[src/rtl/rfft_pe_pipe.sv]
// Radix-2 real-FFT processing element: two input butterflies followed by a
// complex twiddle multiply on the difference terms. Four-stage pipeline with
// valid/ready flow control; a stalled output freezes every stage, bubbles included.
module rfft_pe_pipe #(
  parameter int DATA_W = 16,
  parameter int TW_W   = 16
) (
  input  logic                Clk,
  input  logic                Reset_n,
  input  logic                in_valid,
  output logic                in_ready,
  input  logic [DATA_W-1:0]   in0,
  input  logic [DATA_W-1:0]   in1,
  input  logic [DATA_W-1:0]   in2,
  input  logic [DATA_W-1:0]   in3,
  input  logic [2*TW_W-1:0]   tf,
  input  logic                bypass_n,
  input  logic                inverse,
  input  logic                scale,
  output logic                out_valid,
  input  logic                out_ready,
  output logic [DATA_W-1:0]   out0,
  output logic [DATA_W-1:0]   out1,
  output logic [DATA_W-1:0]   out2,
  output logic [DATA_W-1:0]   out3,
  output logic                ovf,
  input  logic                ovf_clr
);

  localparam int BW = DATA_W + 1;          // butterfly width
  localparam int PW = DATA_W + TW_W + 1;   // product width
  localparam int SW = PW + 1;              // sum width, holds a+b of two products

  localparam logic signed [TW_W-1:0] TMAX = {1'b0, {(TW_W-1){1'b1}}};
  localparam logic signed [TW_W-1:0] TMIN = {1'b1, {(TW_W-1){1'b0}}};
  localparam logic signed [SW-1:0]   HI   = {{(SW-DATA_W+1){1'b0}}, {(DATA_W-1){1'b1}}};
  localparam logic signed [SW-1:0]   LO   = {{(SW-DATA_W+1){1'b1}}, {(DATA_W-1){1'b0}}};
  localparam logic signed [SW-1:0]   RND  = {{(SW-TW_W+1){1'b0}}, 1'b1, {(TW_W-2){1'b0}}};

  // Optional halving with round-half-up: (v+1)>>>1, done one bit wider so +1 cannot wrap.
  function automatic logic signed [BW-1:0] halve(input logic signed [BW-1:0] v, input logic scl);
    logic signed [BW:0] t;
    t = {v[BW-1], v} + (BW+1)'(1);
    return scl ? t[BW:1] : v;
  endfunction

  // Clamp to DATA_W signed range; MSB of the result flags that clamping happened.
  function automatic logic [DATA_W:0] sat(input logic signed [SW-1:0] v);
    if (v > HI)      return {1'b1, HI[DATA_W-1:0]};
    else if (v < LO) return {1'b1, LO[DATA_W-1:0]};
    else             return {1'b0, v[DATA_W-1:0]};
  endfunction

  logic       adv, acc;
  logic [4:1] vld_pipe;

  assign adv       = !out_valid || out_ready;
  assign in_ready  = adv;
  assign acc       = in_valid && adv;
  assign out_valid = vld_pipe[4];

  // Valid shift register; holds (bubbles too) while downstream stalls.
  always_ff @(posedge Clk) begin
    if (!Reset_n)  vld_pipe <= '0;
    else if (adv)  vld_pipe <= {vld_pipe[3:1], acc};
  end

  // ---------------- S1: butterflies + optional halving ----------------
  logic signed [BW-1:0]   x0, x1, x2, x3;
  logic signed [BW-1:0]   s1_a0, s1_a1, s1_b0, s1_b1;
  logic signed [TW_W-1:0] s1_tr, s1_ti;
  logic                   s1_inv, s1_byp;

  assign x0 = {in0[DATA_W-1], in0};
  assign x1 = {in1[DATA_W-1], in1};
  assign x2 = {in2[DATA_W-1], in2};
  assign x3 = {in3[DATA_W-1], in3};

  // Capture butterflies and the sideband that later stages still need.
  always_ff @(posedge Clk) begin
    if (!Reset_n) begin
      s1_a0 <= '0; s1_a1 <= '0; s1_b0 <= '0; s1_b1 <= '0;
      s1_tr <= '0; s1_ti <= '0; s1_inv <= 1'b0; s1_byp <= 1'b0;
    end else if (adv) begin
      s1_a0  <= halve(x0 + x1, scale);
      s1_a1  <= halve(x0 - x1, scale);
      s1_b0  <= halve(x2 + x3, scale);
      s1_b1  <= halve(x2 - x3, scale);
      s1_tr  <= tf[2*TW_W-1:TW_W];
      s1_ti  <= tf[TW_W-1:0];
      s1_inv <= inverse;
      s1_byp <= bypass_n;
    end
  end

  // ---------------- S2: twiddle products ----------------
  logic signed [TW_W-1:0] tip;
  logic signed [BW-1:0]   s2_a0, s2_a1, s2_b0, s2_b1;
  logic signed [PW-1:0]   s2_p_ar, s2_p_bi, s2_p_ai, s2_p_br;
  logic                   s2_byp;

  // Conjugate twiddle for inverse; negating the most negative value clamps to +max.
  always_comb begin
    tip = s1_ti;
    if (s1_inv) tip = (s1_ti == TMIN) ? TMAX : -s1_ti;
  end

  // Four partial products of (a1 + j*b1) * (tr + j*ti').
  always_ff @(posedge Clk) begin
    if (!Reset_n) begin
      s2_a0 <= '0; s2_a1 <= '0; s2_b0 <= '0; s2_b1 <= '0;
      s2_p_ar <= '0; s2_p_bi <= '0; s2_p_ai <= '0; s2_p_br <= '0;
      s2_byp <= 1'b0;
    end else if (adv) begin
      s2_a0   <= s1_a0; s2_a1 <= s1_a1; s2_b0 <= s1_b0; s2_b1 <= s1_b1;
      s2_p_ar <= PW'(s1_a1) * PW'(s1_tr);
      s2_p_bi <= PW'(s1_b1) * PW'(tip);
      s2_p_ai <= PW'(s1_a1) * PW'(tip);
      s2_p_br <= PW'(s1_b1) * PW'(s1_tr);
      s2_byp  <= s1_byp;
    end
  end

  // ---------------- S3: complex sums ----------------
  logic signed [BW-1:0] s3_a0, s3_a1, s3_b0, s3_b1;
  logic signed [SW-1:0] s3_re, s3_im;
  logic                 s3_byp;

  // Real and imaginary parts at full precision.
  always_ff @(posedge Clk) begin
    if (!Reset_n) begin
      s3_a0 <= '0; s3_a1 <= '0; s3_b0 <= '0; s3_b1 <= '0;
      s3_re <= '0; s3_im <= '0; s3_byp <= 1'b0;
    end else if (adv) begin
      s3_a0  <= s2_a0; s3_a1 <= s2_a1; s3_b0 <= s2_b0; s3_b1 <= s2_b1;
      s3_re  <= SW'(s2_p_ar) - SW'(s2_p_bi);
      s3_im  <= SW'(s2_p_ai) + SW'(s2_p_br);
      s3_byp <= s2_byp;
    end
  end

  // ---------------- S4: round, saturate, select ----------------
  logic signed [SW-1:0] re_sh, im_sh;
  logic [DATA_W:0]      q0, q1, q2, q3;
  logic                 any_sat;

  // Drop the Q1.(TW_W-1) fraction with round-half-up, then clamp every output.
  always_comb begin
    re_sh   = (s3_re + RND) >>> (TW_W-1);
    im_sh   = (s3_im + RND) >>> (TW_W-1);
    q0      = sat(SW'(s3_a0));
    q1      = sat(SW'(s3_b0));
    q2      = s3_byp ? sat(re_sh) : sat(SW'(s3_a1));
    q3      = s3_byp ? sat(im_sh) : sat(SW'(s3_b1));
    any_sat = q0[DATA_W] | q1[DATA_W] | q2[DATA_W] | q3[DATA_W];
  end

  // Output register; held stable while downstream is not ready.
  always_ff @(posedge Clk) begin
    if (!Reset_n) begin
      out0 <= '0; out1 <= '0; out2 <= '0; out3 <= '0;
    end else if (adv) begin
      out0 <= q0[DATA_W-1:0];
      out1 <= q1[DATA_W-1:0];
      out2 <= q2[DATA_W-1:0];
      out3 <= q3[DATA_W-1:0];
    end
  end

  // Sticky overflow: a real set entering the output register wins over a clear.
  always_ff @(posedge Clk) begin
    if (!Reset_n)                          ovf <= 1'b0;
    else if (adv && vld_pipe[3] && any_sat) ovf <= 1'b1;
    else if (ovf_clr)                      ovf <= 1'b0;
  end

endmodule
[config.mk]
export PLATFORM = sky130hd
export DESIGN_NAME = rfft_pe_pipe
export DESIGN_NICKNAME = d
export VERILOG_FILES = /design/src/rtl/rfft_pe_pipe.sv
export SDC_FILE = /design/constraint.sdc
export NUM_CORES = 2
export LEC_CHECK = 0
export CELL_PAD_IN_SITES_DETAIL_PLACEMENT = 1
export CELL_PAD_IN_SITES_GLOBAL_PLACEMENT = 2
export CORE_MARGIN = 3
export CORE_UTILIZATION = 44
export CTS_BUF_LIST = sky130_fd_sc_hd__clkbuf_4
export DETAILED_ROUTE_END_ITERATION = 12
export HOLD_SLACK_MARGIN = 0.12
export PLACE_DENSITY_LB_ADDON = 0.15
export SLEW_MARGIN = 20
export SYNTH_ARGS = -nofsm -noshare
export SYNTH_HDL_FRONTEND = slang
export SYNTH_SLANG_ARGS = --single-unit
export TNS_END_PERCENT = 50
[constraint.sdc]
create_clock -name Clk -period 23.1 [get_ports Clk]
set_clock_uncertainty 0.2 [all_clocks]
set_input_delay 5.775 -clock Clk [delete_from_list [all_inputs] [get_ports Clk]]
set_output_delay 5.775 -clock Clk [all_outputs]
set_load 0.05 [all_outputs]
# == After elaboration in Yosys (flattened, before gate mapping) ==
# Cells that the tools add are included.
# word_totals
input_bits,104
regBits,509
# classes
n_eq_ne,1
bitwise,3
n_mul,4
mux,22
add_sub_neg,13
reduce_logical,6
n_lt_le_gt_ge,12
# op_table
cell,n
2-to-1 mux 17 bit,18
multiplier 17 x 16 -> 33 bit,4
adder 17 x 2 -> 18 bit (second input constant),4
adder 34 x 16 -> 34 bit (second input constant),2
greater-than comparator 17 x 16 -> 1 bit (second input constant),4
less-than comparator 17 x 16 -> 1 bit (second input constant),4
greater-than comparator 19 x 16 -> 1 bit (second input constant),2
less-than comparator 19 x 16 -> 1 bit (second input constant),2
adder 16 x 16 -> 17 bit,2
adder 33 x 33 -> 34 bit,1
subtractor 16 x 16 -> 17 bit,2
subtractor 33 x 33 -> 34 bit,1
2-to-1 mux 16 bit,2
equality test 16 bit (second input constant),1
negation 16 bit,1
logical AND 1 bit,3
OR 1 bit,3
2-to-1 mux 1 bit,2
nonzero test 2 bit,1
zero test 1 bit,1
logical OR 1 bit,1

# == Depth between registers and ports, before layout ==
# logic_depth
word_depth,9
depth_mapped,35
mapped_depth_nobuf,32

# == Worst setup path before layout ==
# Ideal clock, no wire load.
# synth_path
kind,in2out
from,input out_ready
to,output in_ready
path_buffers,4
setup_slack_ns,9.864
arrival_ns,7.261
path_stages,6
cell_sequence,nor2b_1 clkbuf_1 inv_1 clkbuf_1 clkbuf_1 clkbuf_1
# synth_between
elab_chain_cells,1
# synth_rtl
item,line_no,rtl
start: declaration,21,"input logic out_ready,"
logical OR 1 bit,57,assign adv = !out_valid || out_ready;
end: declaration,11,"output logic in_ready,"
# Every way passes these cells.

# == Final worst setup path ==
# Ends and elaborated chain as after synthesis.

==> impl_summary.md <==
STA
Setup repair after global routing left no endpoint under its margin. The count of endpoints failing setup in the final report is 0. The fraction of the cycle the final worst path needs is 61.3%. The transition time at the pin with the least slew margin is 1070 ps. The worst slew margin relative to its limit is 28.2%. The max-slew violation count came to 0. The count of endpoints failing hold in the final timing report is 0.

The shortest clock period the worst path allows after layout is 14150 ps. Static timing analysis puts the maximum clock frequency at 0.0707 GHz. The sum of negative setup slack is 0 ps.

Worst setup path
In this run the worst path has a maximum fanout of 136. The most prevalent standard cell on the critical path is clkdlybuf4s50_1. The worst path buffer plus inverter count is 4.

The critical path class is in -> out. The worst endpoint required time is 17120 ps. The critical path startpoint category is a primary input. The delay contributed by the slowest stage of the critical path is 810 ps.

The worst-path cell with the longest stage delay is clkdlybuf4s50_1. The worst endpoint data arrival time is 8170 ps. The kind of capture point of the worst setup path is a primary output. The critical path's top delay family is buffers and inverters. Traced cell by cell, the critical path runs through clkdlybuf4s50_1, nor2b_4, buf_12, inv_8, clkdlybuf4s50_1.

Global routing
The via count of the first global-routing pass was 59800. The initial antenna violation count is 14. The first-pass GRT wire length is 344000 um.

For this run, the total global-route usage over all layers was measured as roughly 28%. The pin count of the biggest net entering global routing is ~160. The sum of overflow across all layers after global routing is 0.

Placement
The HPWL after detailed placement is 163000 um. The count of buffers added on input and output ports is 170. Routability-driven placement finished with a final weighted congestion of 0.837.

Drt
The number of nets with antenna violations after detailed routing is 0. The average wire length per cell after detail routing is between 20 and 25 um. For this block, the initial DRC count from the detailed router was 2835. The total wire length is 215000 um.

The via count is roughly 55000. The via density per instance is around 5.4. The number of remaining DRC errors is 0. For this run, the detailed router's first-pass iteration total came to 5.

Synthesis
For this run, the number of Yosys warnings is 0. After synthesis the cells add up to 0.0669 mm2. A synthesized cell averages 8.34 um2. The share of synthesized flip-flops with an asynchronous set or reset is 0%. Counting every net in the synthesized netlist gives 9707.

The netlist uses just over 90 different library cells. The commonest register cell after synthesis is dfxtp_1. The proportion of synthesized chip area in sequential cells is 14.4%. Counting flops and latches in the post-synthesis netlist gives 481. Synthesis produced around 8000 cells. The number of synthesized flops with an enable pin is 0.

Die
The initial utilization of the core area, before any placement, comes to 44.5%. In this run the standard cell core region covers between 0.15 and 0.2 mm2. The overall die width is 396 um. The die covers 0.157 mm2. Row generation in the floorplan step produced 142 rows. The vertical extent of the die is 396 um. The count of pins on the block boundary is about 170.

Power and ir drop
The total power density per cell area is a little over 100 mW/mm2. IR analysis of the VDD net gives a maximum drop of 0.0632 mV. The total power consumption of the routed design is 7.45 mW. In this run the static leakage power is between 30 and 40 nW.

Layout
The library cells used most frequently in the layout, excluding fill and tap cells, are inv_1, nand2_1, fa_1, a21oi_1, dfxtp_1. Cells with a size suffix above 1 make up 5.14% of the layout. From synthesis to final layout, the design area changed by 7.98%.

The library cell used most frequently in the layout, excluding fill and tap cells, is inv_1. The net count of the finished layout is roughly 9700. The filler cell count is 18100. The end-of-flow core utilization is 48.0%.

CTS
In this run the number of H-tree levels came out at 4. Once the clock tree was built, the setup fixing pass inserted 0 buffers. TritonCTS built the clock tree. The buffer depth of the longest clock path is 3. For the worst-skew pair, the clock arrives at the later sink with an insertion delay of 1120 ps. Clock tree synthesis inserted a total of ~150 buffers.

After clock tree synthesis, the clock-pin slew on the worst setup and hold paths is 60 ps. The post-cts resize count is 0. CTS saw 481 sinks.

The root buffer cell chosen for the clock tree is clkbuf_4. The count of hold-fix buffers inserted at cts is 0.

Job
Across the run, the number of max-cap violations was 0.

Worst hold path
The min-delay analysis places its worst path in the category reg -> reg.

Run status
The run finished with clean final reports.
## final cells by class
cell class / instances / area [um2] / area share (%)
multi-input combinational: 5732 / 50500 / 69.9
sequential: 481 / 9630 / 13.3
inverter: 1365 / 5140 / 7.11
timing repair buffer: 277 / 2530 / 3.51
tap: 2016 / 2520 / 3.49
clock buffer: 208 / 1560 / 2.16
clock inverter: 51 / 320 / 0.443
antenna: 11 / 27.5 / 0.0381
## metal layers
metal / wire (um) / vias to the layer above / track usage [%]
li1: - / 25200 / -
met1: 96200 / 28300 / 38.3
met2: 102000 / 1186 / 46.5
met3: 10400 / 312 / 3.36
met4: 6390 / 0 / 8.29
met5: 0 / - / 0
## kinds of logic after synthesis
kind of cell | Yosys count | synth area share (%)
buffers and inverters | 1811 | 10.2
DFF | 481 | 14.4
adders and majority gates | 1602 | 42.3
xor gates and xnor gates | 248 | 3.25
AOI/OAI and AO/OA | 1292 | 11.9
muxes | 22 | 0.333
and+or+nand+nor | 2568 | 17.6
## tightest hold or removal path, delay by kind of cell (launching register included)
| family | cells | cell delay, ps |
|---|---|---|
| flops | 1 | 310 |
| compound gates | 1 | 50 |
| simple gates | 1 | 60 |
## cell usage after synthesis, drive strengths merged (11+ instances only)
library cell / number / share of area [%]
ha: 471 / 8.8
a21o: 82 / 0.92
mux2i: 20 / 0.30
nand3: 79 / 0.59
o21ai: 271 / 2.0
nor3b: 12 / 0.14
nor3: 93 / 0.70
nor2: 342 / 1.9
a311oi: 18 / 0.24
o211ai: 40 / 0.45
and4: 13 / 0.17
a2111oi: 11 / 0.22
a211oi: 64 / 0.73
nand4: 32 / 0.30
a31oi: 25 / 0.24
buf: 48 / 0.35
o31ai: 19 / 0.23
maj3: 23 / 0.34
o221ai: 20 / 0.26
inv: 1363 / 7.6
fa: 1108 / 33
nand2b: 67 / 0.63
nand2: 1349 / 7.6
clkbuf: 398 / 2.2
and2: 412 / 3.9
a221oi: 11 / 0.15
or2: 16 / 0.15
o21bai: 26 / 0.29
xor2: 78 / 1.0
and3: 30 / 0.28
dfxtp: 481 / 14
or3: 22 / 0.21
o21a: 22 / 0.25
nor2b: 68 / 0.64
a21oi: 559 / 4.2
xnor2: 170 / 2.2
## sequential cells by signal, indices dropped and copies added, names as in the netlist, 20 cells and up
| signal | cells |
|---|---|
| s2_p_ai | 33 |
| s3_im | 20 |
| s2_p_ar | 33 |
| s2_p_br | 33 |
| s2_p_bi | 33 |
| s3_re | 20 |
## final timing paths
kind             start     endpoint  slack (ps)  cells past startpoint
max          out_ready     in_ready        8950                      5
min           s1_a0[4]     s2_a0[4]         230                      2
max reg2reg   s1_ti[0]  s2_p_bi[25]       13070                     28
min reg2reg   s1_a0[4]     s2_a0[4]         230                      2
## through the flow
step | std cells | hold WS (ps) | instance area [um2] | setup slack, ps
6_report | 10100 | 227 | 72300 | 8950
2_1_floorplan | 8024 | 220 | 66900 | 9860
4_1_cts | 10100 | 224 | 72200 | 8990
3_3_place_gp | 9871 | 236 | 70300 | 8990
5_1_grt | 10100 | 250 | 72200 | 8870
3_5_place_dp | 9871 | 245 | 70300 | 8990
## power breakdown
| part | switching, mW | leakage, nW | total, mW | internal [mW] |
|---|---|---|---|---|
| Combinational | 3.24 | 27.9 | 5.40 | 2.16 |
| Sequential | 0.160 | 3.97 | 1.16 | 1.00 |
| Clock | 0.437 | 1.11 | 0.880 | 0.443 |
| Total | 3.84 | 33.0 | 7.45 | 3.61 |
Power figures use the tool's default switching activity.
